$ cat config.mk
export PLATFORM = sky130hd
export DESIGN_NAME = tensor_core_operand_loader
export DESIGN_NICKNAME = d
export VERILOG_FILES = /design/src/rtl/tensor_core_pkg.sv /design/src/rtl/tensor_core_operand_loader_operand_matrix_buffer.sv /design/src/rtl/tensor_core_operand_loader.sv
export SDC_FILE = /design/constraint.sdc
export NUM_CORES = 1
export LEC_CHECK = 0
export ABC_AREA = 1
export CORE_ASPECT_RATIO = 1.4
export CORE_MARGIN = 2
export CORE_UTILIZATION = 50
export CTS_BUF_LIST = sky130_fd_sc_hd__clkbuf_4 sky130_fd_sc_hd__clkbuf_8
export DETAILED_ROUTE_END_ITERATION = 8
export HOLD_SLACK_MARGIN = 0.08
export PLACE_DENSITY = 0.81
export SYNTH_ARGS = -nofsm -noshare
export SYNTH_HDL_FRONTEND = slang
export SYNTH_SLANG_ARGS = --single-unit
export TNS_END_PERCENT = 20
$ cat constraint.sdc
create_clock -name clock_in -period 12.8 [get_ports clock_in]
set_clock_uncertainty 0.15 [all_clocks]
set_input_delay 2.56 -clock clock_in [delete_from_list [all_inputs] [get_ports clock_in]]
set_output_delay 2.56 -clock clock_in [all_outputs]
set_load 0.01 [all_outputs]
$ cat src/rtl/tensor_core_pkg.sv
// Shared types and constants for the tensor core operand loader.
// Optional feature macro: TENSOR_CORE_OPERAND_LOADER_WEIGHT_REUSE_EN (no effect on this package).
package tensor_core_pkg;

  localparam int DATA_WIDTH   = 8;
  localparam int MATRIX_DIM   = 4;
  localparam int MATRIX_ELEMS = MATRIX_DIM * MATRIX_DIM;
  localparam int INDEX_W      = $clog2(MATRIX_ELEMS);

  typedef logic [DATA_WIDTH-1:0] elem_t;

  // Packed so a matrix travels as a single port; m[row][col].
  typedef elem_t [MATRIX_DIM-1:0][MATRIX_DIM-1:0] matrix_t;

  typedef logic [INDEX_W-1:0] index_t;

  localparam index_t LAST_INDEX = index_t'(MATRIX_ELEMS - 1);

  typedef enum logic [1:0] {
    LOAD_A    = 2'd0,
    LOAD_B    = 2'd1,
    KICK      = 2'd2,
    WAIT_DONE = 2'd3
  } loader_state_t;

  // Streaming states are the only ones that accept elements.
  function automatic logic is_load_state(input loader_state_t s);
    return (s == LOAD_A) || (s == LOAD_B);
  endfunction

endpackage

$ cat src/rtl/tensor_core_operand_loader_operand_matrix_buffer.sv
// operand_matrix_buffer: 16-entry write-indexed register array holding one
// 4x4 operand matrix. Element k lands at row k/4, column k%4.
// Optional feature macro: TENSOR_CORE_OPERAND_LOADER_WEIGHT_REUSE_EN (no effect here).
module operand_matrix_buffer #(
  parameter int DATA_WIDTH = tensor_core_pkg::DATA_WIDTH
) (
  input  logic                          clock_in,
  input  logic                          reset_in,
  input  logic                          write_en,
  input  tensor_core_pkg::index_t       index,
  input  logic [DATA_WIDTH-1:0]         data,
  output logic [tensor_core_pkg::MATRIX_DIM-1:0][tensor_core_pkg::MATRIX_DIM-1:0][DATA_WIDTH-1:0] matrix
);
  import tensor_core_pkg::*;

  localparam int HALF_W = INDEX_W / 2;

  logic [HALF_W-1:0] row;
  logic [HALF_W-1:0] col;

  assign row = index[INDEX_W-1:HALF_W];
  assign col = index[HALF_W-1:0];

  // Entries change only on a write; unwritten slots keep their old contents.
  always_ff @(posedge clock_in or posedge reset_in) begin
    if (reset_in) begin
      matrix <= '0;
    end else if (write_en) begin
      matrix[row][col] <= data;
    end
  end

endmodule

$ cat src/rtl/tensor_core_operand_loader.sv
// tensor_core_operand_loader: collects a row-major byte stream into operands
// A and B, strobes the tensor core's write enable, and holds both operands
// until the core reports completion (or the wait times out).
// Optional feature macro: TENSOR_CORE_OPERAND_LOADER_WEIGHT_REUSE_EN adds
// reuse_b_in; when sampled high on the first element of a frame, LOAD_B is
// skipped and the previous B operand is reused.
//
// state     | meaning
// ----------+---------------------------------------------------------------
// LOAD_A    | accepting elements 0..15 into operand A
// LOAD_B    | accepting elements 0..15 into operand B
// KICK      | write enable high for KICK_CYCLES cycles
// WAIT_DONE | operands frozen; waiting for done (first cycle ignores done)
module tensor_core_operand_loader #(
  parameter int DATA_WIDTH   = tensor_core_pkg::DATA_WIDTH,
  parameter int KICK_CYCLES  = 1,
  parameter int DONE_TIMEOUT = 64
) (
  input  logic                  clock_in,
  input  logic                  reset_in,
  input  logic [DATA_WIDTH-1:0] load_data_in,
  input  logic                  load_valid_in,
  output logic                  load_ready_out,
  output logic [tensor_core_pkg::MATRIX_DIM-1:0][tensor_core_pkg::MATRIX_DIM-1:0][DATA_WIDTH-1:0] tensor_core_input1,
  output logic [tensor_core_pkg::MATRIX_DIM-1:0][tensor_core_pkg::MATRIX_DIM-1:0][DATA_WIDTH-1:0] tensor_core_input2,
  output logic                  tensor_core_register_file_write_enable,
  input  logic                  is_done_with_calculation,
  output logic                  busy_out,
  output logic                  timeout_error_out
`ifdef TENSOR_CORE_OPERAND_LOADER_WEIGHT_REUSE_EN
  ,
  input  logic                  reuse_b_in
`endif
);
  import tensor_core_pkg::*;

  localparam int KICK_W = 3;
  localparam logic [KICK_W-1:0] KICK_LOAD = KICK_W'(KICK_CYCLES - 1);

  localparam int WAIT_W = (DONE_TIMEOUT > 1) ? $clog2(DONE_TIMEOUT) : 1;
  localparam logic TIMEOUT_EN = (DONE_TIMEOUT > 0);
  localparam logic [WAIT_W-1:0] WAIT_LOAD = (DONE_TIMEOUT > 0) ? WAIT_W'(DONE_TIMEOUT - 1) : '0;

  loader_state_t     state_q, state_d;
  index_t            index_q, index_d;
  logic [KICK_W-1:0] kick_cnt_q, kick_cnt_d;
  logic [WAIT_W-1:0] wait_cnt_q, wait_cnt_d;
  logic              first_wait_q, first_wait_d;
  logic              err_q, err_d;
  logic              ready_q;
  logic              we_q;
  logic              xfer;
  logic              write_a;
  logic              write_b;
  logic              skip_b;

  assign xfer = load_valid_in & ready_q;

`ifdef TENSOR_CORE_OPERAND_LOADER_WEIGHT_REUSE_EN
  logic reuse_q;

  // Capture the reuse request alongside the first element of each frame.
  always_ff @(posedge clock_in or posedge reset_in) begin
    if (reset_in) begin
      reuse_q <= 1'b0;
    end else if (xfer && (state_q == LOAD_A) && (index_q == '0)) begin
      reuse_q <= reuse_b_in;
    end
  end

  assign skip_b = reuse_q;
`else
  assign skip_b = 1'b0;
`endif

  // Next-state logic; counters are down-counters loaded on state entry.
  always_comb begin
    state_d      = state_q;
    index_d      = index_q;
    kick_cnt_d   = kick_cnt_q;
    wait_cnt_d   = wait_cnt_q;
    first_wait_d = 1'b0;
    err_d        = err_q;
    write_a      = 1'b0;
    write_b      = 1'b0;

    case (state_q)
      LOAD_A: begin
        if (xfer) begin
          write_a = 1'b1;
          if (index_q == LAST_INDEX) begin
            index_d = '0;
            if (skip_b) begin
              state_d    = KICK;
              kick_cnt_d = KICK_LOAD;
              err_d      = 1'b0;
            end else begin
              state_d = LOAD_B;
            end
          end else begin
            index_d = index_q + 1'b1;
          end
        end
      end

      LOAD_B: begin
        if (xfer) begin
          write_b = 1'b1;
          if (index_q == LAST_INDEX) begin
            index_d    = '0;
            state_d    = KICK;
            kick_cnt_d = KICK_LOAD;
            err_d      = 1'b0;
          end else begin
            index_d = index_q + 1'b1;
          end
        end
      end

      KICK: begin
        if (kick_cnt_q == '0) begin
          state_d      = WAIT_DONE;
          wait_cnt_d   = WAIT_LOAD;
          first_wait_d = 1'b1;
        end else begin
          kick_cnt_d = kick_cnt_q - 1'b1;
        end
      end

      WAIT_DONE: begin
        // A done left over from the previous job may still be high on the
        // first cycle, so it only counts from the second cycle on.
        if (!first_wait_q && is_done_with_calculation) begin
          state_d = LOAD_A;
        end else if (TIMEOUT_EN && (wait_cnt_q == '0)) begin
          state_d = LOAD_A;
          err_d   = 1'b1;
        end else if (TIMEOUT_EN) begin
          wait_cnt_d = wait_cnt_q - 1'b1;
        end
      end

      default: begin
        state_d = LOAD_A;
        index_d = '0;
      end
    endcase
  end

  // State, counters and registered strobes; ready/we decode the next state.
  always_ff @(posedge clock_in or posedge reset_in) begin
    if (reset_in) begin
      state_q      <= LOAD_A;
      index_q      <= '0;
      kick_cnt_q   <= '0;
      wait_cnt_q   <= '0;
      first_wait_q <= 1'b0;
      err_q        <= 1'b0;
      ready_q      <= 1'b0;
      we_q         <= 1'b0;
    end else begin
      state_q      <= state_d;
      index_q      <= index_d;
      kick_cnt_q   <= kick_cnt_d;
      wait_cnt_q   <= wait_cnt_d;
      first_wait_q <= first_wait_d;
      err_q        <= err_d;
      ready_q      <= is_load_state(state_d);
      we_q         <= (state_d == KICK);
    end
  end

  assign load_ready_out                         = ready_q;
  assign tensor_core_register_file_write_enable = we_q;
  assign timeout_error_out                      = err_q;
  assign busy_out = !((state_q == LOAD_A) && (index_q == '0));

  operand_matrix_buffer #(
    .DATA_WIDTH (DATA_WIDTH)
  ) u_buf_a (
    .clock_in (clock_in),
    .reset_in (reset_in),
    .write_en (write_a),
    .index    (index_q),
    .data     (load_data_in),
    .matrix   (tensor_core_input1)
  );

  operand_matrix_buffer #(
    .DATA_WIDTH (DATA_WIDTH)
  ) u_buf_b (
    .clock_in (clock_in),
    .reset_in (reset_in),
    .write_en (write_b),
    .index    (index_q),
    .data     (load_data_in),
    .matrix   (tensor_core_input2)
  );

endmodule
==> results of run 1 <==
## final timing paths
path / startpoint / end / slack, ns / cells past startpoint
max in group asynchronous: reset_in / u_buf_a.matrix[118]$_DFFE_PP0P_ / 8.47 / 3
max: index_q[0]$_DFFE_PP0P_ / busy_out / 7.86 / 6
min reg2reg: u_buf_a.matrix[26]$_DFFE_PP0P_ / u_buf_a.matrix[26]$_DFFE_PP0P_ / 0.33 / 2
max reg2reg: load_ready_out$_DFF_PP0_ / u_buf_a.matrix[39]$_DFFE_PP0P_ / 10.34 / 7
min in group asynchronous: reset_in / u_buf_a.matrix[24]$_DFFE_PP0P_ / 2.43 / 2
min: u_buf_a.matrix[26]$_DFFE_PP0P_ / u_buf_a.matrix[26]$_DFFE_PP0P_ / 0.33 / 2
## flip-flops by register name, indices dropped and copies added (netlist names), 2 cells and up
signal,count
u_buf_a.matrix,128
u_buf_b.matrix,128
wait_cnt_q,6
index_q,4
kick_cnt_q,3
state_q,2
## through the flow
step                      cells  setup slack (ns)
after floorplan            1030              2.51
after global placement     1513              7.85
after detailed placement   1513              7.73
after CTS                  1584              7.82
after global routing       1584              7.73
final                      1584              7.86
## tightest hold or removal path: stages (launching register included)
cell	delay (ns)
dfrtp_1	0.34
nand2_1	0.06
o21ai_2	0.05
## layout by cell type, fill, tap and decap left out
cell               n
a21boi_0           1
a21oi_1            2
buf_4             10
bufinv_16          1
clkbuf_4           6
clkbuf_8          53
clkdlybuf4s50_1  271
clkinv_2          11
dfrtp_1          275
ha_1               8
inv_1             35
inv_2              1
inv_8              1
nand2_1          316
nand2_2            3
nand2_4           19
nand3_1           12
nand3b_1           3
nand4_1            3
nor2_1            24
nor2_2             2
nor2_4             3
o21ai_0          170
o21ai_1           56
o21ai_2           35
o21bai_1           1
or2_2              1
xor2_1             1
## logic make-up after synthesis
kind of cell    Yosys count  share of synthesized area, %
simple gates            386                          15.6
flops                   275                          64.6
compound gates          265                          13.7
buf+inv                  95                          5.08
fa+ha+maj                 8                         0.939
xor+xnor                  1                        0.0822
## final cells by class
cell class,count,share of cell area [%]
repair buffers,281,19.6
well taps,260,2.29
flip-flops and latches,275,48.3
clock inverters,12,0.598
inverters,37,1.03
clock buffers,59,5.44
multi-input cells,660,22.7
## power by group through the flow
stage / clock [W] / sequential, W / combinational (W)
finish: 0.000741 / 0.00134 / 0.00117
detailed placement: 0 / 0.00134 / 0.00117
CTS: 0.000753 / 0.00133 / 0.00118
global route: 0.000790 / 0.00137 / 0.00126
floorplan: 0 / 0.00145 / 0.000366
global placement: 0 / 0.00133 / 0.00114
## per-layer routing
| metal | vias up | global-route usage, % | wire (um) |
|---|---|---|---|
| met4 | 0 | 10.7 | 1150 |
| met1 | 4035 | 32.1 | 11600 |
| met3 | 79 | 5.99 | 1950 |
| met5 | - | 0 | 0 |
| met2 | 319 | 45.7 | 15000 |
| li1 | 3879 | - | - |
==> impl_metrics.toml, run 1 <==
[outcome]
status = "finished clean"

[detailed_routing]
ant_nets = 0
viasPerCell = 5.25
wl_per_cell_um = 18.7
drt-total-wl_um = 29700
firstDrtPassIters = 5
vias = 8312
drc = 0
dr.first_iter.drc_count = 507

[global_routing]
grt_antenna_before_repair = 0
grt_max_degree = 118
grt_use_total_pct = 26.5
gr-total-overflow = 0
grt_first_pass_wirelength_um = 46100
first_global_vias = 8285

[die]
die-area_um2 = 22500
start_util_pct = 50.6
row_count = 63
ios = 272
core-area_um2 = 21000
die_y_um = 177
die_w_um = 127

[final_layout]
fin_util_pct = 67.6
n_antenna_cell = 0
drive_gt1_share_pct = 11.0
area_delta_synth_final_pct = 33.6
final_nets = 1316
filler_cell_count = 1579
final_area_um2 = 14200
multi_input_area_um2 = 3230
register_area_um2 = 6880

[worst_setup_path]
endpoint_kind = "output pin"
critPathRequiredTime_ns = 10.09
cp_top_family = "buffers and inverters"
cp_common_cell = "inv_1"
worst_path_largest_cell_delay_ns = 0.51
critPathBufInv = 3
critPathLaunchType = "flop"
cp_cell_sequence = "inv_1, ha_1, inv_1, nor2_2, nand3_1, clkdlybuf4s50_1"
path_max_fanout = 4
critPathArrivalTime_ns = 2.23
path_class = "flop to output pin"
crit_slowest_cell = "clkdlybuf4s50_1"

[synthesis]
synthDistinctLibCells = 26
synthCells = 1030
yosysSeqAreaShare_pct = 64.6
ys_ff_latch = 275
synth_most_common_cell = "nand2_1"
synthArstFlopShare_pct = 100
yosys-top-cells-area = "dfrtp_1 (65%), nand2_1 (11%), o21ai_0 (8.0%)"
synth_warnings = 0
syn_nets = 1050
synth-edff-count = 0
yosys.area.top_type = "dfrtp_1"
synth_area_um2 = 10700
synth_flop_cell = "dfrtp_1"
synth_top_cell_area_share_pct = 64.6
syn_area_per_cell_um2 = 10.3
synthTopCellsByCount = "nand2_1 (316), dfrtp_1 (275), o21ai_0 (170)"

[clock_tree]
cts-buffers-inserted = 41
postCtsHoldBufs = 0
clk_pin_slew_ns = 0.07
cts_resized = 0
cts_tree = "yes"
cts-root-buf = "clkbuf_8"
cts.path.max_buffers = 3
htreeDepth = 2
clk_latency_ns = 0.52
cts_sinks = 275
cts_setup_buffers = 0

[placed_design]
place_hpwl_um = 19500
placed_cell_area_um2 = 13400
place_congestion = 0.817
io_buffers = 271

[timing]
setup_tns_ns = 0
rsz0062_at_grt = "no"
relSlewSlack_pct = 31.7
drv_slew = 0
whs_ns = 0.329
finalCritPeriodShare_pct = 38.6
finalSetupViolations = 0
hold_viol = 0
tightest_slew_ns = 1.02
max_freq_mhz = 202
fin_crit_ns = 4.94

[power]
netSwitchingPower_w = 0.00106
p_per_area_nw_per_um2 = 228
p_seq_share_pct = 41.2
p_sw_share_pct = 32.7
p_int_w = 0.00218
clkPwrFrac_pct = 22.8
combPwrFrac_pct = 36.0
p_leak_nw = 6.68
peakVddDrop_mv = 0.166
power_w = 0.00324

[run]
cap_violations = 0

[min_path]
hold_class = "flop to flop"
Note: power is estimated with default switching activity, not from simulation.
==> inputs of run 2 (changes only) <==
- clock period: 12.8 -> 4.7 ns (I/O delays scaled with it)
==> run 2 against run 1 <==
  * Routed wire length decreased by 1.6%
  * Final cell count unchanged
  * Sequential power increased to 2.7 times the previous value
  * Count of clock-buffer cells in the layout increased by 9
==> impl_metrics.toml, run 2 (synthesis gave the netlist of run 1 again) <==
[outcome]
status = "finished clean"

[die]
row_count = 63
die_w_um = 127
ios = 272
start_util_pct = 50.6
die-area_um2 = 22500
die_y_um = 177
core-area_um2 = 21000

[final_layout]
final_nets = 1317
final_common_cell = "nand2_1"
fin_cells = 1584
fin_util_pct = 67.9
drive_gt1_share_pct = 11.0
top_regs = "u_buf_a.matrix (128), u_buf_b.matrix (128), wait_cnt_q (6)"
final_area_um2 = 14300
layout_common_cells = "nand2_1 (316), dfrtp_1 (275), clkdlybuf4s50_1 (271), o21ai_0 (170), o21ai_1 (56)"
n_antenna_cell = 0
filler_cell_count = 1616
area_delta_synth_final_pct = 34.0

[min_path]
hold_class = "flop to flop"

[detailed_routing]
drt-total-wl_um = 29200
firstDrtPassIters = 4
drc = 0
wl_per_cell_um = 18.4
ant_nets = 0
vias = 8230
viasPerCell = 5.20
dr.first_iter.drc_count = 433

[timing]
rsz0062_at_grt = "no"
tightest_slew_ns = 0.961
finalSetupViolations = 0
max_freq_mhz = 303
hold_viol = 0
whs_ns = 0.332
fin_crit_ns = 3.30
drv_slew = 0
finalCritPeriodShare_pct = 70.2
relSlewSlack_pct = 35.8

[worst_setup_path]
path_max_fanout = 4
critPathArrivalTime_ns = 2.21
crit_slowest_cell = "clkdlybuf4s50_1"
worst_path_largest_cell_delay_ns = 0.51
cp_top_family = "buffers and inverters"
path_class = "flop to output pin"
critPathLaunchType = "flop"
cp_common_cell = "inv_1"
cp_cell_sequence = "inv_1, ha_1, inv_1, nor2_2, nand3_1, clkdlybuf4s50_1"
critPathBufInv = 3
endpoint_kind = "output pin"
critPathRequiredTime_ns = 3.61

[placed_design]
io_buffers = 271
dpl.cell_count = 1514
placed_cell_area_um2 = 13400
place_hpwl_um = 19000
place_congestion = 0.827

[run]
cap_violations = 0

[global_routing]
grt_antenna_before_repair = 0
grt_max_degree = 88
grt_first_pass_wirelength_um = 45600
gr-total-overflow = 0
grt_use_total_pct = 26.1
first_global_vias = 8110

[power]
peakVddDrop_mv = 0.377
p_leak_nw = 6.69
p_per_area_nw_per_um2 = 618

[clock_tree]
cts_sinks = 275
postCtsHoldBufs = 0
clk_pin_slew_ns = 0.06
clk_latency_ns = 0.53
cts_setup_buffers = 0
cts-root-buf = "clkbuf_8"
cts-buffers-inserted = 41
htreeDepth = 2
cts_tree = "yes"
cts.path.max_buffers = 3
cts_resized = 0
## run 2: cell types whose count changed in the layout (fill, tap and decap cells not counted), sizes merged
cell / delta
inv: -1
clkinvlp: +2
clkinv: -10
buf: +1
clkbuf: +9
bufinv: -1
## run 2: cell type report
type | count | area, um2 | area share (%)
multi-input combinational | 660 | 3230 | 22.6
inverter | 37 | 143 | 0.999
sequential | 275 | 6880 | 48.2
tap | 260 | 325 | 2.28
clock buffer | 68 | 855 | 5.98
clock inverter | 2 | 12.5 | 0.0876
timing repair buffer | 282 | 2830 | 19.8
## run 2: tightest hold or removal path, cell delays in order, from the launching register on
cell and delay [ns]:
dfrtp_1 0.34, nand2_1 0.06, o21ai_2 0.05
## run 2: layer usage
| layer | up-vias | track usage [%] | part of all wire (%) |
|---|---|---|---|
| met3 | 68 | 6.62 | 6.1 |
| met5 | - | 0 | 0 |
| met4 | 0 | 9.11 | 3.2 |
| li1 | 3883 | - | - |
| met2 | 278 | 44.3 | 51 |
| met1 | 4001 | 32.5 | 40 |
## run 2: where the power goes
part | internal (W) | total [W] | switching [W] | leakage, nW
combinational | 0.00168 | 0.00315 | 0.00147 | 2.56
clock | 0.00114 | 0.00203 | 0.000891 | 0.459
sequential | 0.00315 | 0.00364 | 0.000486 | 3.66
total | 0.00597 | 0.00882 | 0.00285 | 6.69
## run 2: worst paths after layout
kind | startpoint | endpoint | slack, ns | cells after the start
max | index_q[0]$_DFFE_PP0P_ | busy_out | 1.40 | 6
min | u_buf_a.matrix[85]$_DFFE_PP0P_ | u_buf_a.matrix[85]$_DFFE_PP0P_ | 0.33 | 2
max reg2reg | state_q[1]$_DFF_PP0_ | u_buf_b.matrix[81]$_DFFE_PP0P_ | 2.27 | 5
min reg2reg | u_buf_a.matrix[85]$_DFFE_PP0P_ | u_buf_a.matrix[85]$_DFFE_PP0P_ | 0.33 | 2
max in group asynchronous | reset_in | u_buf_a.matrix[43]$_DFFE_PP0P_ | 2.65 | 3
min in group asynchronous | reset_in | u_buf_b.matrix[101]$_DFFE_PP0P_ | 0.81 | 2
## run 2: stage by stage
stage | TNS, ns | worst slack, ns | power (W)
2_1_floorplan | -7.53 | -0.0274 | 0.00494
5_1_grt | 0 | 1.24 | 0.00933
6_report | 0 | 1.40 | 0.00882
3_5_place_dp | 0 | 1.28 | 0.00683
4_1_cts | 0 | 1.36 | 0.00889
3_3_place_gp | 0 | 1.38 | 0.00673
==> inputs of run 3 (changes only) <==
- CORE_UTILIZATION: 50 -> 46
- PLACE_DENSITY: 0.81 -> 0.79
- clock period: 4.7 -> 2.9 ns (I/O delays scaled with it)
==> run 3 against run 2 <==
  * Sequential share of layout area down 0.46 points
  * Largest power group unchanged
  * Critical path depth unchanged
  * Clock power up 60%
  * Setup slack worse by 1.2 ns
  * Hold slack worse by 0.12 ns
==> impl_metrics.toml, run 3 (synthesis gave the netlist of run 1 again) <==
[outcome]
status = "finished clean"

[clock_tree]
cts-root-buf = "clkbuf_8"
cts_tree = "yes"
cts_sinks = 275
postCtsHoldBufs = 0
clk_pin_slew_ns = 0.07
cts-buffers-inserted = 42
cts.path.max_buffers = 3
htreeDepth = 2
clk_latency_ns = 0.53

[power]
clkPwrFrac_pct = 22.7
p_seq_share_pct = 40.9
p_leak_nw = 6.74
power_w = 0.0143
combPwrFrac_pct = 36.4
p_sw_share_pct = 32.7
netSwitchingPower_w = 0.00468
p_int_w = 0.00964
p_per_area_nw_per_um2 = 993
peakVddDrop_mv = 0.537

[worst_setup_path]
critPathRequiredTime_ns = 2.17
path_max_fanout = 4
endpoint_kind = "output pin"
critPathLaunchType = "flop"
path_class = "flop to output pin"
critPathArrivalTime_ns = 1.94
reg2regPathDepth = 7

[final_layout]
final_common_cell = "nand2_1"
final_nets = 1327
final_area_um2 = 14400
layout_common_cells = "nand2_1 (316), dfrtp_1 (275), clkdlybuf4s50_1 (270), o21ai_0 (170), o21ai_1 (56)"
top_regs = "u_buf_a.matrix (128), u_buf_b.matrix (128), wait_cnt_q (6)"
drive_gt1_share_pct = 12.0
n_antenna_cell = 0
area_delta_synth_final_pct = 35.3
filler_cell_count = 1809
fin_cells = 1640

[die]
core-area_um2 = 22700
ios = 272
row_count = 65
die_w_um = 133
die_y_um = 184
start_util_pct = 47.0
die-area_um2 = 24400

[global_routing]
gr-total-overflow = 0
first_global_vias = 8239
grt_first_pass_wirelength_um = 46900
grt_max_degree = 114
grt_use_total_pct = 24.8
grt_antenna_before_repair = 0

[detailed_routing]
drc = 0
dr.first_iter.drc_count = 454
ant_nets = 0
vias = 8328
firstDrtPassIters = 8
drt-total-wl_um = 30100
wl_per_cell_um = 18.4
viasPerCell = 5.08

[timing]
finalCritPeriodShare_pct = 92.1
fin_crit_ns = 2.67
relSlewSlack_pct = 59.6
tightest_slew_ns = 0.606
whs_ns = 0.208
max_freq_mhz = 374
drv_slew = 0
hold_viol = 0
rsz0062_at_grt = "no"
finalSetupViolations = 0

[placed_design]
place_hpwl_um = 20100
dpl.cell_count = 1564
placed_cell_area_um2 = 13500
io_buffers = 271
place_congestion = 0.869

[run]
cap_violations = 0

[min_path]
hold_class = "primary input to async pin"
==> run 3: what timing repair did <==
item                       in CTS  in global routing
setup endpoints to repair       1                  0
setup buffers                   0                  0
resized for setup               2                  0
==> run 3: critical path, cell delays in order (launching register included) <==
cell           delay, ns
dfrtp_1             0.41
inv_1               0.13
ha_1                0.16
inv_1               0.10
nor2_4              0.19
nand3_1             0.10
dlygate4sd2_1       0.31
==> run 3: cell type report <==
type                            count  area, um2  area share, %
Timing Repair Buffer              291       2910           20.2
Sequential cell                   275       6880           47.7
Clock inverter                     12       65.1          0.451
Clock buffer                       64        806           5.59
Multi-Input combinational cell    660       3240           22.5
Tap cell                          301        377           2.61
Inverter                           37        143          0.989
==> run 3: worst paths after layout <==
path / slack, ns / from / end
max: 0.23 / index_q[0]$_DFFE_PP0P_ / busy_out
min: 0.21 / reset_in / u_buf_b.matrix[60]$_DFFE_PP0P_
max reg2reg: 0.85 / index_q[0]$_DFFE_PP0P_ / u_buf_a.matrix[69]$_DFFE_PP0P_
min reg2reg: 0.33 / u_buf_b.matrix[60]$_DFFE_PP0P_ / u_buf_b.matrix[60]$_DFFE_PP0P_
max in group asynchronous: 1.54 / reset_in / u_buf_b.matrix[23]$_DFFE_PP0P_
min in group clock_in: 0.33 / u_buf_b.matrix[60]$_DFFE_PP0P_ / u_buf_b.matrix[60]$_DFFE_PP0P_
==> run 3: power by group through the flow <==
| stage | Sequential [W] | Combinational (W) | Clock, W |
|---|---|---|---|
| detailed placement | 0.00590 | 0.00524 | 0 |
| CTS | 0.00586 | 0.00526 | 0.00333 |
| finish | 0.00586 | 0.00521 | 0.00325 |
| global route | 0.00601 | 0.00563 | 0.00349 |
| floorplan | 0.00640 | 0.00161 | 0 |
| global placement | 0.00586 | 0.00510 | 0 |
==> run 3: per-layer routing <==
layer  global-route usage (%)  wire [um]  vias to the layer above
met2                     41.3      14700                      309
met5                        0          0                        -
met3                     5.72       1930                       75
met4                     11.0       1340                        0
met1                     31.0      12100                     4031
li1                         -          -                     3913
==> run 3: through the flow <==
step | utilization, % | TNS (ns) | setup WS (ns)
after floorplan | - | -403.53 | -1.47
after global placement | 59.7 | 0 | 0.406
after detailed placement | 59.7 | 0 | 0.339
after CTS | 63.6 | 0 | 0.179
after global routing | 63.6 | 0 | 0.0879
final | 63.6 | 0 | 0.229
